$ cat config.mk
export PLATFORM = sky130hd
export DESIGN_NAME = median_frame_ctrl
export DESIGN_NICKNAME = d
export VERILOG_FILES = /design/src/rtl/median_frame_ctrl.sv
export SDC_FILE = /design/constraint.sdc
export NUM_CORES = 1
export LEC_CHECK = 0
export BUFFER_PORTS_ARGS = -buffer_cell sky130_fd_sc_hd__buf_2
export CAP_MARGIN = 30
export CORE_ASPECT_RATIO = 2
export CORE_MARGIN = 4
export CORE_UTILIZATION = 59
export DETAILED_ROUTE_END_ITERATION = 7
export GPL_TIMING_DRIVEN = 0
export PLACE_DENSITY = 0.85
export SLEW_MARGIN = 25
export SYNTH_ARGS = -nofsm -noshare
export SYNTH_HDL_FRONTEND = slang
export SYNTH_SLANG_ARGS = --single-unit
$ cat constraint.sdc
create_clock -name clk -period 3 [get_ports clk]
set_input_delay 0.15 -clock clk [delete_from_list [all_inputs] [get_ports clk]]
set_output_delay 0.15 -clock clk [all_outputs]
set_load 0.05 [all_outputs]
$ cat src/rtl/median_frame_ctrl.sv
// median_frame_ctrl: frame sequencer for the 3x3 median filter datapath.
// Scans the input LUT image linearly, issuing one (above, current, below)
// read triple per cycle. A token shift register tracks read-to-result
// latency so that each result word gets its output write. A stall freezes
// everything.
module median_frame_ctrl #(
    parameter int IMG_WIDTH       = 64,
    parameter int IMG_HEIGHT      = 48,
    parameter int PIXELS_PER_WORD = 4,
    parameter int LUT_ADDR_WIDTH  = 10,
    parameter int MEM_ADDR_WIDTH  = 10,
    parameter int PIPE_LATENCY    = 3
) (
    input  logic                      clk,
    input  logic                      rst,
    input  logic                      start,
    input  logic                      stall,
    output logic                      rd_en,
    output logic [LUT_ADDR_WIDTH-1:0] raddr_a,
    output logic [LUT_ADDR_WIDTH-1:0] raddr_b,
    output logic [LUT_ADDR_WIDTH-1:0] raddr_c,
    output logic                      col_first,
    output logic                      col_last,
    output logic                      core_en,
    output logic                      we,
    output logic [MEM_ADDR_WIDTH-1:0] waddr,
    output logic                      busy,
    output logic                      done
);

    localparam int WPR   = IMG_WIDTH / PIXELS_PER_WORD;
    localparam int N_OUT = (IMG_HEIGHT - 2) * WPR;
    localparam int COL_W = (WPR > 1) ? $clog2(WPR) : 1;

    // Constant compare points, computed at elaboration (no runtime multiply).
    localparam logic [LUT_ADDR_WIDTH-1:0] LAST_B    = LUT_ADDR_WIDTH'((IMG_HEIGHT - 1) * WPR - 1);
    localparam logic [LUT_ADDR_WIDTH-1:0] START_A   = LUT_ADDR_WIDTH'(0);
    localparam logic [LUT_ADDR_WIDTH-1:0] START_B   = LUT_ADDR_WIDTH'(WPR);
    localparam logic [LUT_ADDR_WIDTH-1:0] START_C   = LUT_ADDR_WIDTH'(2 * WPR);
    localparam logic [MEM_ADDR_WIDTH-1:0] LAST_W    = MEM_ADDR_WIDTH'(N_OUT - 1);
    localparam logic [COL_W-1:0]          COL_LAST  = COL_W'(WPR - 1);
    localparam logic [COL_W-1:0]          COL_ZERO  = COL_W'(0);

    // Parameter legality, rejected at elaboration.
    if (IMG_HEIGHT < 3) begin : g_bad_height
        $error("median_frame_ctrl: IMG_HEIGHT must be >= 3");
    end
    if (PIXELS_PER_WORD < 1 || (IMG_WIDTH % PIXELS_PER_WORD) != 0 || WPR < 1) begin : g_bad_width
        $error("median_frame_ctrl: IMG_WIDTH must be a nonzero multiple of PIXELS_PER_WORD");
    end
    if (PIPE_LATENCY < 1) begin : g_bad_latency
        $error("median_frame_ctrl: PIPE_LATENCY must be >= 1");
    end
    if (IMG_HEIGHT * WPR > (1 << LUT_ADDR_WIDTH)) begin : g_bad_lut
        $error("median_frame_ctrl: LUT_ADDR_WIDTH too small for image");
    end
    if (N_OUT > (1 << MEM_ADDR_WIDTH)) begin : g_bad_mem
        $error("median_frame_ctrl: MEM_ADDR_WIDTH too small for output");
    end

    typedef enum logic [1:0] {
        S_IDLE  = 2'd0,
        S_RUN   = 2'd1,
        S_DRAIN = 2'd2,
        S_DONE  = 2'd3
    } state_t;

    state_t                    state_q,   state_d;
    logic [LUT_ADDR_WIDTH-1:0] raddr_a_q, raddr_a_d;
    logic [LUT_ADDR_WIDTH-1:0] raddr_b_q, raddr_b_d;
    logic [LUT_ADDR_WIDTH-1:0] raddr_c_q, raddr_c_d;
    logic [COL_W-1:0]          col_q,     col_d;
    logic [MEM_ADDR_WIDTH-1:0] waddr_q,   waddr_d;
    logic [PIPE_LATENCY-1:0]   tok_q,     tok_d;

    logic active_s;
    logic issue_s;
    logic write_s;

    // Strobe qualification: nothing moves while stalled.
    always_comb begin
        active_s = ((state_q == S_RUN) || (state_q == S_DRAIN)) && !stall;
        issue_s  = (state_q == S_RUN) && !stall;
        write_s  = active_s && tok_q[PIPE_LATENCY-1];
    end

    // Next-state, address, column, token and write-address logic.
    always_comb begin
        state_d   = state_q;
        raddr_a_d = raddr_a_q;
        raddr_b_d = raddr_b_q;
        raddr_c_d = raddr_c_q;
        col_d     = col_q;
        waddr_d   = waddr_q;
        tok_d     = tok_q;

        case (state_q)
            S_IDLE: begin
                if (start) begin
                    state_d   = S_RUN;
                    raddr_a_d = START_A;
                    raddr_b_d = START_B;
                    raddr_c_d = START_C;
                    col_d     = COL_ZERO;
                    waddr_d   = {MEM_ADDR_WIDTH{1'b0}};
                    tok_d     = {PIPE_LATENCY{1'b0}};
                end else begin
                    state_d = S_IDLE;
                end
            end
            S_RUN: begin
                if (!stall) begin
                    // Rows are contiguous, so all three pointers just step by one.
                    tok_d     = (tok_q << 1) | PIPE_LATENCY'(1'b1);
                    raddr_a_d = raddr_a_q + LUT_ADDR_WIDTH'(1);
                    raddr_b_d = raddr_b_q + LUT_ADDR_WIDTH'(1);
                    raddr_c_d = raddr_c_q + LUT_ADDR_WIDTH'(1);
                    col_d     = (col_q == COL_LAST) ? COL_ZERO : col_q + COL_W'(1);
                    if (raddr_b_q == LAST_B) begin
                        state_d = S_DRAIN;
                    end else begin
                        state_d = S_RUN;
                    end
                end else begin
                    state_d = S_RUN;
                end
            end
            S_DRAIN: begin
                if (!stall) begin
                    tok_d = tok_q << 1;
                end else begin
                    tok_d = tok_q;
                end
            end
            S_DONE: begin
                if (!stall) begin
                    state_d = S_IDLE;
                end else begin
                    state_d = S_DONE;
                end
            end
            default: begin
                state_d = S_IDLE;
            end
        endcase

        // A token leaving the pipe means a result word is ready to store.
        if (write_s) begin
            waddr_d = waddr_q + MEM_ADDR_WIDTH'(1);
            if (waddr_q == LAST_W) begin
                state_d = S_DONE;
            end else begin
                state_d = state_d;
            end
        end else begin
            waddr_d = waddr_d;
        end
    end

    // State and datapath registers with synchronous reset.
    always_ff @(posedge clk) begin
        if (rst) begin
            state_q   <= S_IDLE;
            raddr_a_q <= {LUT_ADDR_WIDTH{1'b0}};
            raddr_b_q <= {LUT_ADDR_WIDTH{1'b0}};
            raddr_c_q <= {LUT_ADDR_WIDTH{1'b0}};
            col_q     <= COL_ZERO;
            waddr_q   <= {MEM_ADDR_WIDTH{1'b0}};
            tok_q     <= {PIPE_LATENCY{1'b0}};
        end else begin
            state_q   <= state_d;
            raddr_a_q <= raddr_a_d;
            raddr_b_q <= raddr_b_d;
            raddr_c_q <= raddr_c_d;
            col_q     <= col_d;
            waddr_q   <= waddr_d;
            tok_q     <= tok_d;
        end
    end

    // Port drive: registered state qualified by the stall input.
    always_comb begin
        rd_en     = issue_s;
        raddr_a   = raddr_a_q;
        raddr_b   = raddr_b_q;
        raddr_c   = raddr_c_q;
        col_first = issue_s && (col_q == COL_ZERO);
        col_last  = issue_s && (col_q == COL_LAST);
        core_en   = active_s;
        we        = write_s;
        waddr     = waddr_q;
        busy      = (state_q == S_RUN) || (state_q == S_DRAIN);
        done      = (state_q == S_DONE) && !stall;
    end

endmodule
; ---- Yosys cells after proc, flatten, opt, wreduce, memory -nomap -nowiden
; Index checks and enable logic that the tools add are counted.
; W data, S select, Z words.
[totals]
romBits = 0
output_inout_bits = 47
latchBits = 0
word_cells = 64
ram_bits = 0
input_bits = 4
reg_bits = 49
n_memories = 0
[classes]
n_lt_le_gt_ge = 0
bitwise_logic = 0
n_div = 0
mul = 0
muxes = 26
add_sub_neg = 5
n_reduce_logical = 17
eq_ne = 9
shifts = 0
[ops]
columns = cell, n
row1 = $mux W10, 8
row2 = $pmux W10 S2, 3
row3 = $add A10 B1 Y10 const B, 4
row4 = $eq A10 B10 Y1 const B, 2
row5 = $mux W4, 3
row6 = $mux W2, 5
row7 = $mux W3, 3
row8 = $pmux W3 S3, 1
row9 = $pmux W4 S2, 1
row10 = $logic_and A1 B1 Y1, 6
row11 = $ne A2 B2 Y1 const B, 3
row12 = $pmux W2 S3, 1
row13 = $reduce_bool A2 Y1, 3
row14 = $add A4 B1 Y4 const B, 1
row15 = $eq A2 B2 Y1 const B, 2
row16 = $eq A4 B4 Y1 const B, 1
row17 = $logic_not A4 Y1, 1
row18 = $reduce_and A4 Y1, 1
row19 = $reduce_and A3 Y1, 1
row20 = $reduce_bool A3 Y1, 1
row21 = $eq A2 B1 Y1 const B, 1
row22 = $logic_not A2 Y1, 1
row23 = $reduce_and A2 Y1, 1
row24 = $logic_not A1 Y1, 1
row25 = other kinds (2), 2

; ---- Longest topological paths before layout
; Gate-level depths: netlist of the first run.
[logic_depth]
depth_word = 6
ltp_mapped = 9
ltp_nobuf = 7

; ---- Worst setup path after synthesis of the first run
; Ideal clock, no wire load.
[synth_path]
path_kind = reg2out
start = register state_q[1]
end = output port col_first
path_stages_with_launch = 7
required_ps = 2850
n_path_buf = 2
t_arrival_ps = 2553
path_slack_ps = 297
cell_sequence = dfxtp_1 > inv_1 > ha_1 > buf_6 > nand2b_1 > clkbuf_1 > nor4b_1
[synth_via]
elab_chain_len = 3
[synth_lines]
columns = item, line
row1 = from (decl), 68  ; state_t state_q, state_d;
row2 = from (signal assigned), 171  ; state_q <= state_d;
row3 = $eq A2 B1 Y1, 83  ; issue_s = (state_q == S_RUN) && !stall;
row4 = $logic_and A1 B1 Y1, 83
row5 = $logic_and A1 B1 Y1, 187  ; col_first = issue_s && (col_q == COL_ZERO);
row6 = to (decl), 22  ; output logic col_first,
; Every way passes these cells.

; ---- Worst setup path in the final report of the first run
[layout_path]
start = register state_q[0]
end = register raddr_a_q[8], in the netlist raddr_a[8]
[layout_via]
elab_chain_len = 3
word_cells_on_any_way = 7
cone_classes = eq/ne: 3 / mux: 1 / reduce/logical: 3
[layout_lines]
columns = item, line
row1 = $eq A2 B1 Y1 or $logic_not A2 Y1 (tied branches), 97  ; case (state_q)
row2 = $ne A2 B2 Y1 (no source line) or $reduce_bool A2 Y1 (tied branches), --
row3 = $reduce_and A3 Y1 (no source line), --
row4 = to (signal assigned), 164  ; raddr_a_q <= {LUT_ADDR_WIDTH{1'b0}};
row5 = to (signal assigned), 172  ; raddr_a_q <= raddr_a_d;
row6 = to (decl), 69  ; logic [LUT_ADDR_WIDTH-1:0] raddr_a_q, raddr_a_d;
; Several ways; a longest one is shown, not always the timed one.
; A chain may end at the register's enable or synchronous reset.

==> results.yml, run 1 <==
power_and_ir_drop:
  leakagePower_nw: 1.132
  vdd_drop_max_v: 0.0003474
  power_frac_seq_pct: 56.7
  power.density_nw_per_um2: 401.7
  clkPwrFrac_pct: 31.7
  power_mw: 1.173
  p_sw_share_pct: 26.73
  power_frac_comb_pct: 11.6
  internal_power_mw: 0.8596
  power_switching_mw: 0.3136
floorplanning:
  die_x_um: 54.26
  dieArea_um2: 5453
  core_area_um2: 4129
  num_rows: 33
  start_util_pct: 61.15
  ios: 51
  die_h_um: 100.5
final_layout:
  antenna_cells: 0
  final_cell_mix: "buf_2, dfxtp_1, a21oi_1"
  drive_gt1_share_pct: 19.78
  final_util_pct: 70.73
  syn_to_final_growth_pct: 15.66
  nets: 378
  mostFrequentLayoutCell: "buf_2"
  fillers: 370
synthesis:
  syn_inst: 306
  yosysSeqAreaShare_pct: 38.85
  yosysWarnings: 0
  synth_area_leader_cell: "dfxtp_1"
  postSynthAreaPerCell_um2: 8.251
  synth_edf_count: 0
  synthDominantCellAreaShare_pct: 38.85
  ys_types: 45
  synth_fp_nets: 321
  synth_area_leaders: "dfxtp_1, a21oi_1, ha_1, nor2_1, o21ai_0"
  syn_area_um2: 2525
  synth_seq_cells: 49
  async_flop_share_pct: 0
  ys.flop_type: "dfxtp_1"
global_routing:
  grt_pass1_wl_um: 10770
  overflow: 0
  antenna_found_initial: 0
  first_global_vias: 2434
  grtUsageTotal_pct: 25.90
  grt_max_degree: 14
sta:
  layout_min_cycle_time_ns: 2.101
  tightest_slew_ns: 0.6561
  fin_worst_skew_ns: 0.004020
  tns_ns: 0
  rsz0062_at_grt: "no"
  hold_ws_ns: 0.1507
  final.period_utilization_pct: 70.02
  finalSetupViolations: 0
  report.final.slew_viol_count: 0
  setup_ws_ns: 0.8994
  slew_headroom_pct: 56.10
  finalHoldViolations: 0
  fmax_ghz: 0.4761
hold_path:
  hp-class: "in -> reg"
  holdPathEnd: "raddr_c[9]"
  min_from: "rst"
  hold_path_depth: 3
placed_design:
  routabilityCongestion: 0.8081
  place_ws_ns: 0.9253
  hpwl_um: 4962
  portBuffers: 50
routing:
  finalWirelength_um: 6329
  wl_per_cell_um: 15.21
  drt_iter0_drc: 70
  ant_nets: 0
  vias: 2541
  via_per_inst: 6.108
  dr.pass1.iters: 4
  post-route-drc-count: 0
cts:
  cts-hold-fix-buffers: 0
  cts_made_buffers: 5
  ctsResizeCount: 0
  cts.sinks: 49
  cts_tree: "done"
  post_cts_buffers: 0
  cts-root-buf: "clkbuf_8"
  clk_pin_slew_ns: 0.08
  insertion_delay_ns: 0.30
  h-tree-depth: 2
  cts_buffer_depth: 2
setup_path:
  worst-setup-path-type: "reg -> reg"
  critPathRequiredTime_ns: 3.23
  r2r_start: "state_q[0]"
  r2r_end: "raddr_a[8]"
  worstPathArrival_ns: 2.33
  end_kind: "flip-flop"
  reg2reg_slack_ns: 0.90
  crit_fanout: 10
  cp-startpoint: "state_q[0]"
  critPathLaunchType: "flip-flop"
  r2r_cells: 7
run_status:
  status: "finished clean"
job:
  cap_violations: 0
==> cells in the mapped netlist (all sizes together) (2+ instances only) <==
cell type / number
inv: 9
mux2: 2
dfxtp: 49
o2111ai: 2
buf: 8
a31oi: 4
xor2: 5
or2: 4
nand2: 25
nor2: 29
nand4b: 2
and3: 4
a311oi: 4
clkbuf: 7
o31ai: 5
nand4: 13
o21ai: 19
nand3b: 3
nor2b: 4
or4b: 2
nand3: 17
a21o: 2
nor3: 7
or4: 5
and2: 2
ha: 11
a21oi: 32
a22oi: 5
or3: 14
==> state kept, by name, summed over array words and instances, names as in the netlist <==
signal and flops:
waddr 10, col_q 4, raddr_a 10, raddr_b 10, state_q 2, raddr_c 10, tok_q 3
==> metrics by stage <==
| stage | instance area [µm²] | cells |
|---|---|---|
| after CTS | 2920 | 416 |
| after global routing | 2920 | 416 |
| after global placement | 2840 | 408 |
| after floorplan | 2525 | 306 |
| final | 2920 | 416 |
| after detailed placement | 2840 | 408 |
==> worst max-delay path, cell delays in order, from the launching register on <==
cell	delay (ns)
dfxtp_1	0.36
inv_1	0.10
ha_1	0.28
or2b_2	0.24
buf_4	0.18
nand4b_1	0.30
or3_1	0.41
a21oi_1	0.15
==> worst max path at each step <==
stage | endpoint | depth (start not counted)
finish | raddr_a[8] | 7
floorplan | col_first | 6
detailed placement | raddr_a[5] | 7
global route | waddr[9] | 7
CTS | raddr_a[5] | 7
global placement | raddr_a[5] | 7
==> per-layer routing <==
metal / up-vias / GRT usage [%] / part of all wire (%)
met2: 68 / 48.11 / 56
met5: - / 0 / 0
met1: 1213 / 25.75 / 36
met3: 17 / 4.444 / 4.4
met4: 0 / 12.28 / 3.4
li1: 1243 / - / -
==> cells by family after synthesis <==
group           after synthesis  share of synthesized area [%]
fa+ha+maj                    11                          5.451
mux                           2                         0.8919
xor+xnor                      5                          1.734
buf+inv                      24                          4.658
flops                        49                          38.85
simple gates                137                          29.98
compound gates               78                          18.43
==> layout make-up <==
class,count,area [µm²],area share [%]
repair buffers,50,250.2,8.569
flip-flops and latches,49,980.9,33.59
clock buffers,8,80.08,2.742
well taps,52,65.06,2.228
plain buffers,15,83.83,2.871
multi-input cells,233,1426,48.84
inverters,9,33.78,1.157
==> power by group through the flow <==
stage	Clock [mW]	Sequential, mW	Combinational [mW]
2_1_floorplan	0	0.694	0.0849
3_3_place_gp	0	0.680	0.133
3_5_place_dp	0	0.680	0.135
4_1_cts	0.382	0.665	0.136
5_1_grt	0.405	0.667	0.147
6_report	0.372	0.665	0.136
Note: power is estimated with default switching activity, not from simulation.
==> inputs of run 2 (changes only) <==
CORE_UTILIZATION = 55   (was 59)
PLACE_DENSITY = 0.8   (was 0.85)
clock period = 2.1 ns   (was 3 ns; I/O delays follow)
==> run 2 against run 1 <==
Fmax up 5.0%; via count fell by 1.9%; critical path depth grew 2; non-clock buffer count increased by 1; core utilization decreased by 1.8 points; first-iteration DRC count increased by 26%; clock skew is 0.0035 ns higher; register-to-register slack lost 0.80 ns; clock-buffer cell count decreased by 3; setup slack worse by 0.80 ns; sequential cell count unchanged; final area up 3.4%; critical endpoint is now raddr_c[7]; largest power group unchanged.
==> results.yml, run 2 (synthesis gave the netlist of run 1 again) <==
setup_path:
  r2r_start: "state_q[1]"
  cpMostUsedCell: "buf_6"
  cp_top_family: "simple AND/OR/NAND/NOR gates"
  endpoint: "raddr_c[7]"
  crit_slowest_cell: "dfxtp_2"
  cp.depth: 9
  crit_fanout: 10
  end_kind: "flip-flop"
  slowest_delay_ns: 0.35
  cp-startpoint: "state_q[1]"
  critPathLaunchType: "flip-flop"
  worst-setup-path-type: "reg -> reg"
  crit_buf_inv: 4
  path_cells: "inv_1, ha_1, buf_6, or2_2, buf_6, nand4b_1, clkbuf_4, or3_1, a21oi_1"
  worstPathArrival_ns: 2.23
  critPathRequiredTime_ns: 2.33
  reg2reg_slack_ns: 0.1
  r2r_cells: 9
  r2r_end: "raddr_c[7]"
placed_design:
  place_area_um2: 2851
  portBuffers: 50
  place_ws_ns: 0.04567
  dpl.cell_count: 410
  hpwl_um: 4900
  routabilityCongestion: 0.8232
power_and_ir_drop:
  vdd_drop_max_v: 0.0005307
  leakagePower_nw: 1.173
  power_mw: 1.939
  power.density_nw_per_um2: 642.1
global_routing:
  first_global_vias: 2369
  grtUsageTotal_pct: 22.31
  overflow: 0
  antenna_found_initial: 0
  grt_max_degree: 16
  grt_pass1_wl_um: 10630
final_layout:
  fillers: 393
  final_cell_mix: "buf_2, dfxtp_1, a21oi_1"
  nets: 379
  syn_to_final_growth_pct: 19.57
  post-route-cell-area_um2: 3019
  mostFrequentLayoutCell: "buf_2"
  drive_gt1_share_pct: 22.47
  antenna_cells: 0
  instances_no_fill: 419
routing:
  dr.pass1.iters: 4
  wl_per_cell_um: 15.44
  ant_nets: 0
  drt_iter0_drc: 88
  via_per_inst: 5.947
  vias: 2492
  finalWirelength_um: 6471
  post-route-drc-count: 0
sta:
  fmax_ghz: 0.4996
  finalHoldViolations: 0
  final.period_utilization_pct: 95.31
  finalSetupViolations: 0
  report.final.slew_viol_count: 0
  tightest_slew_ns: 0.6036
  setup_ws_ns: 0.09856
  fin_worst_skew_ns: 0.007561
  slew_headroom_pct: 59.61
  layout_min_cycle_time_ns: 2.001
floorplanning:
  num_rows: 34
  die_h_um: 103.8
  core_area_um2: 4382
  start_util_pct: 57.62
  die_x_um: 55.91
  ios: 51
  dieArea_um2: 5805
hold_path:
  hp-class: "in -> reg"
  min_from: "rst"
cts:
  insertion_delay_ns: 0.30
  cts_buffer_depth: 2
  h-tree-depth: 2
  cts.sinks: 49
  cts_tree: "done"
  cts-root-buf: "clkbuf_8"
  clk_pin_slew_ns: 0.09
  cts_made_buffers: 5
job:
  cap_violations: 0
run_status:
  status: "finished clean"
==> run 2: changes by cell type in the layout (fill, tap and decap cells not counted), sizes merged <==
cell,before,now
bufinv,0,2
clkbuf,15,13
clkinv,0,1
==> run 2: worst min-delay path by stage <==
stage                      end  slack [ns]  cells past startpoint
floorplan           raddr_c[9]        0.28                      2
global placement    raddr_c[9]        0.41                      3
detailed placement  raddr_c[9]        0.42                      3
CTS                 raddr_c[9]        0.09                      3
global route        raddr_c[9]        0.13                      3
finish              raddr_c[9]         0.1                      3
==> run 2: layout make-up <==
cell class	instances	area (µm²)	share of cell area [%]
timing repair buffer	51	257.7	8.537
sequential	49	983.4	32.57
clock buffer	5	68.82	2.279
buffer	15	93.84	3.108
multi-input combinational	233	1449	47.99
tap	54	67.56	2.238
clock inverter	3	65.06	2.155
inverter	9	33.78	1.119
==> run 2: worst register-to-register path: cells and delay by family (launching register included) <==
family | cells | cell delay, ns
AOI/OAI and AO/OA | 1 | 0.14
buffers and inverters | 4 | 0.61
DFF | 1 | 0.35
and+or+nand+nor | 3 | 0.64
adders and majority gates | 1 | 0.17
==> run 2: per-layer routing <==
metal | track usage, % | share of wire, % | vias up
li1 | - | - | 1239
met1 | 22.94 | 38 | 1167
met2 | 42.20 | 55 | 72
met3 | 3.238 | 4.8 | 14
met4 | 11.04 | 2.4 | 0
met5 | 0 | 0 | -
==> run 2: what timing repair did <==
item / in CTS / in global routing
hold buffers: 0 / 0
setup buffers: 0 / 1
endpoints found under the setup margin: 0 / 14
resized for setup: 0 / 8
==> run 2: where the power goes <==
part | internal, mW | total (mW) | switching (mW)
Sequential | 0.938 | 0.950 | 0.0117
Combinational | 0.0558 | 0.196 | 0.141
Clock | 0.473 | 0.792 | 0.319
==> run 2: per-stage QoR <==
step	setup TNS (ns)	utilization, %	hold WS (ns)
3_5_place_dp	0	65.08	0.4211
2_1_floorplan	0	-	0.2820
5_1_grt	-0.01291	68.90	0.1312
6_report	0	68.90	0.09817
3_3_place_gp	0	65.08	0.4069
4_1_cts	0	68.13	0.09433
